File: src/rtl/hash_request_frontend.sv
// hash_request_frontend: buffers host hash-table requests in a FIFO and issues them under an outstanding-credit limit
// Ports:
//   clock, reset                       posedge clock, synchronous active-high reset
//   s_valid/s_ready, s_opcode/s_key/s_wr_data   host request handshake and payload
//   ht_input_valid, ht_opcode/ht_key/ht_wr_data registered issue strobe and payload to the hash table
//   ht_output_valid                    hash table response strobe, returns one credit
//   fifo_count, outstanding            FIFO occupancy and in-flight request count
//   credit_underflow                   sticky: response seen with nothing outstanding
module hash_request_frontend #(
  parameter int KEY_WIDTH = 32,
  parameter int VAL_WIDTH = 32,
  parameter int NUM_OPCODES = 16,
  parameter int FIFO_DEPTH = 16,
  parameter int MAX_OUTSTANDING = 64,
  localparam int OPCODE_WIDTH = $clog2(NUM_OPCODES),
  localparam int CW = $clog2(FIFO_DEPTH + 1),
  localparam int OW = $clog2(MAX_OUTSTANDING + 1)
) (
  input  logic                    clock,
  input  logic                    reset,
  input  logic                    s_valid,
  output logic                    s_ready,
  input  logic [OPCODE_WIDTH-1:0] s_opcode,
  input  logic [KEY_WIDTH-1:0]    s_key,
  input  logic [VAL_WIDTH-1:0]    s_wr_data,
  output logic                    ht_input_valid,
  output logic [OPCODE_WIDTH-1:0] ht_opcode,
  output logic [KEY_WIDTH-1:0]    ht_key,
  output logic [VAL_WIDTH-1:0]    ht_wr_data,
  input  logic                    ht_output_valid,
  output logic [CW-1:0]           fifo_count,
  output logic [OW-1:0]           outstanding,
  output logic                    credit_underflow
);
  localparam int PW = $clog2(FIFO_DEPTH);
  localparam int EW = OPCODE_WIDTH + KEY_WIDTH + VAL_WIDTH;
  logic [EW-1:0] mem [FIFO_DEPTH];
  logic [PW-1:0] wr_ptr, rd_ptr;
  logic push, issue, credit;
  assign s_ready = fifo_count < CW'(FIFO_DEPTH);
  assign push = s_valid && s_ready;
  assign issue = (fifo_count != '0) && (outstanding < OW'(MAX_OUTSTANDING));
  // a response only returns a credit if there is one to return (or one is taken this cycle)
  assign credit = ht_output_valid && (issue || outstanding != '0);
  always_ff @(posedge clock)
    if (push) mem[wr_ptr] <= {s_opcode, s_key, s_wr_data};
  always_ff @(posedge clock)
    if (reset) begin
      wr_ptr <= '0;
      rd_ptr <= '0;
      fifo_count <= '0;
      outstanding <= '0;
      credit_underflow <= 1'b0;
      ht_input_valid <= 1'b0;
      {ht_opcode, ht_key, ht_wr_data} <= '0;
    end else begin
      wr_ptr <= wr_ptr + PW'(push);
      rd_ptr <= rd_ptr + PW'(issue);
      fifo_count <= fifo_count + CW'(push) - CW'(issue);
      outstanding <= outstanding + OW'(issue) - OW'(credit);
      credit_underflow <= credit_underflow || (ht_output_valid && !credit);
      ht_input_valid <= issue;
      {ht_opcode, ht_key, ht_wr_data} <= issue ? mem[rd_ptr] : '0;
    end
endmodule

File: config.mk
export PLATFORM = sky130hd
export DESIGN_NAME = hash_request_frontend
export DESIGN_NICKNAME = d
export VERILOG_FILES = /design/src/rtl/hash_request_frontend.sv
export SDC_FILE = /design/constraint.sdc
export NUM_CORES = 1
export LEC_CHECK = 0
export BUFFER_PORTS_ARGS = -buffer_cell sky130_fd_sc_hd__buf_2
export CAP_MARGIN = 20
export CORE_UTILIZATION = 69
export CTS_BUF_LIST = sky130_fd_sc_hd__clkbuf_4 sky130_fd_sc_hd__clkbuf_8
export CTS_CLUSTER_SIZE = 25
export DETAILED_ROUTE_END_ITERATION = 12
export GPL_TIMING_DRIVEN = 1
export MAX_ROUTING_LAYER = met4
export PLACE_DENSITY = 0.87
export SYNTH_ARGS = -nofsm -noshare
export SYNTH_HDL_FRONTEND = slang
export SYNTH_SLANG_ARGS = --single-unit
export TNS_END_PERCENT = 10
File: constraint.sdc
create_clock -name clock -period 11.57 [get_ports clock]
set_input_delay 2.314 -clock clock [delete_from_list [all_inputs] [get_ports clock]]
set_output_delay 2.314 -clock clock [all_outputs]
set_load 0.005 [all_outputs]
==> impl_metrics.ini <==
[status]
status = complete, no violations

[synth]
yosys_warnings = 0
yosys.area_share.simple = 0.0150
synth_xor_area_frac = 0.00182
synth_area_leaders = edfxtp_1, mux4_2, dfxtp_1
ys_ff_latch = 1178
yosysTopAreaCellShare = 0.756
ys_types = 36
async_flop_share = 0
synthMuxAreaShare = 0.142
synth_compound_area_frac = 0.0262
netlist_area_um2 = 43200
synth_top_family_by_area = multiplexers
synth-seq-area-share = 0.798
synth.most_common_cell = edfxtp_1
synth_top_flop_cell = edfxtp_1
syn_avg_cell_area_um2 = 22.9
yosysTopAreaCell = edfxtp_1
synth_common_cells = edfxtp_1, mux4_2, a22oi_1, dfxtp_1, nand2_1
syn_nets = 1978
synth_edf_count = 1088
synth-adder-area-share = 0.00643
synth_cells = 1885

[layout]
drive_gt1_frac = 0.335
syn2layout_area_growth_pct = 12.5
fin_area_um2 = 48600
layout.nets = 2250

[grt]
antenna_found_initial = 11
grt_max_degree = 69
track_usage = 0.323
grt_first_pass_wirelength_um = 142000
grt_pass1_vias = 22257
grt.overflow.total = 0

[timing]
hold_viol_final = 0
period_share = 0.373
maxSlewViolCount = 0
setup_viol = 0
rsz0062_at_grt = no
fmax_mhz = 232
max_slew_margin = 0.259
fin_tns_setup_ns = 0
fin_skew_ns = 0.0294
max_slew.worst_pin.slew_ns = 1.11
period_minus_slack_ns = 4.32

[power]
p_per_area_nw_per_um2 = 204
ir_worst_vdd_v = 0.000144
p_leak_nw = 15.8

[drt]
firstDrtPassIters = 5
drc = 0
vias = 21231
via_per_inst = 6.73
drtIter0Drc = 2713
wirelength_um = 95600
avgRoutedWirePerCell_um = 30.3
ant_nets = 0

[floorplan]
start_util = 0.699
row_count = 91
ios = 155
die_x_um = 252
dieArea_um2 = 63600
core-area_um2 = 61800
die_h_um = 252

[place]
gp_congestion = 0.770
hpwl_um = 49500
placed_area_um2 = 45100
port_buffers = 154

[clock_tree]
clk_pin_slew_ns = 0.06
cts_resized = 0
clockBufferDepth = 3
cts_post_setup_buffers_inserted = 0
cts_sinks = 1178
root_buffer = clkbuf_8
h-tree-depth = 4
cts_hold_buf = 0
cts_tree = done
cts_buffers = 172
clk_latency_ns = 0.83

[flow_run]
maxCapViolations = 0

[setup_path]
arrival_ns = 4.74
worstSetupEndpointType = register
required_ns = 11.99
worstSetupStartpointType = primary input
path_class = primary input to register
critPathMaxFanout = 44

[min_path]
hold_class = register to register
[logic make-up after synthesis]
| group | after synthesis |
|---|---|
| flip-flops | 1178 |
| multiplexers | 272 |
| AO/OA/AOI/OAI | 153 |
| AND/OR/NAND/NOR | 140 |
| buffers and inverters | 112 |
| adder cells (fa/ha/maj) | 21 |
| XOR/XNOR | 9 |
[metrics by stage]
stage,setup slack [ns],power (W),utilization,cells,hold WS [ns]
floorplan,3.60,0.00611,-,1885,0.461
global placement,6.65,0.00654,0.729,2820,0.445
detailed placement,6.50,0.00662,0.729,2820,0.470
CTS,7.34,0.00995,0.786,3145,0.483
global route,7.18,0.0102,0.786,3153,0.522
finish,7.25,0.00990,0.786,3155,0.484
[cells in the final DEF, fill, tap and decap left out, types with 3 or more instances in the layout]
| master | instances |
|---|---|
| a31oi_1 | 3 |
| nor2_4 | 12 |
| a21oi_1 | 4 |
| buf_2 | 154 |
| ha_1 | 19 |
| nor2b_1 | 9 |
| dfxtp_4 | 3 |
| buf_4 | 38 |
| inv_1 | 18 |
| a22oi_1 | 136 |
| nand3_1 | 5 |
| nor4_1 | 3 |
| edfxtp_1 | 1088 |
| nand2b_1 | 5 |
| clkbuf_4 | 63 |
| diode_2 | 10 |
| nor3_2 | 4 |
| nand2_1 | 73 |
| xnor2_1 | 5 |
| clkinvlp_4 | 6 |
| mux4_2 | 272 |
| inv_8 | 3 |
| clkbuf_8 | 193 |
| xor2_1 | 4 |
| clkinv_2 | 16 |
| clkinv_1 | 39 |
| nor2_1 | 15 |
| o21ai_0 | 3 |
| dfxtp_1 | 87 |
| or3_1 | 4 |
[critical path, stage by stage]
cell      delay, ns
buf_2          0.08
nand2b_1       0.14
inv_1          0.16
nand3_1        0.33
nor2_4         0.88
buf_4          0.79
[layer usage]
metal | GRT usage | share of wire | wire length, um
met5 | - | 0 | 0
met4 | 0.133 | 0.032 | 3070
met3 | 0.0647 | 0.095 | 9100
met2 | 0.518 | 0.52 | 49600
met1 | 0.412 | 0.35 | 33900
[flip-flops by register name (all words and copies together) (netlist names)]
| signal | flops |
|---|---|
| credit_underflow | 1 |
| fifo_count | 5 |
| ht_input_valid | 1 |
| ht_key | 32 |
| ht_opcode | 4 |
| ht_wr_data | 32 |
| mem | 1088 |
| outstanding | 7 |
| rd_ptr | 4 |
| wr_ptr | 4 |
[final timing paths]
check                           slack (ns)          endpoint        startpoint  cells after the start
worst max-delay path                  7.25       mem[13][55]           s_valid                      6
worst min-delay path                  0.48  credit_underflow  credit_underflow                      2
worst max register to register        7.58     ht_wr_data[6]         rd_ptr[0]                      5
worst min register to register        0.48  credit_underflow  credit_underflow                      2
[cell type report]
cell class                      count  area, um^2
Clock buffer                      256        3130
Multi-Input combinational cell    595        8400
Inverter                           18        67.6
Clock inverter                     69         399
Timing Repair Buffer              192        1060
Sequential cell                  1178       34500
Fill cell                        2724       13200
Tap cell                          837        1050
Antenna cell                       10        25.0
[report_power, final]
group          leakage (nW)  total [W]  switching (W)  internal, W
sequential             10.6    0.00505       0.000166      0.00488
clock                  1.86    0.00336        0.00157      0.00179
combinational          3.39    0.00150       0.000776     0.000721
No activity file was read; power rests on OpenSTA's default activity.
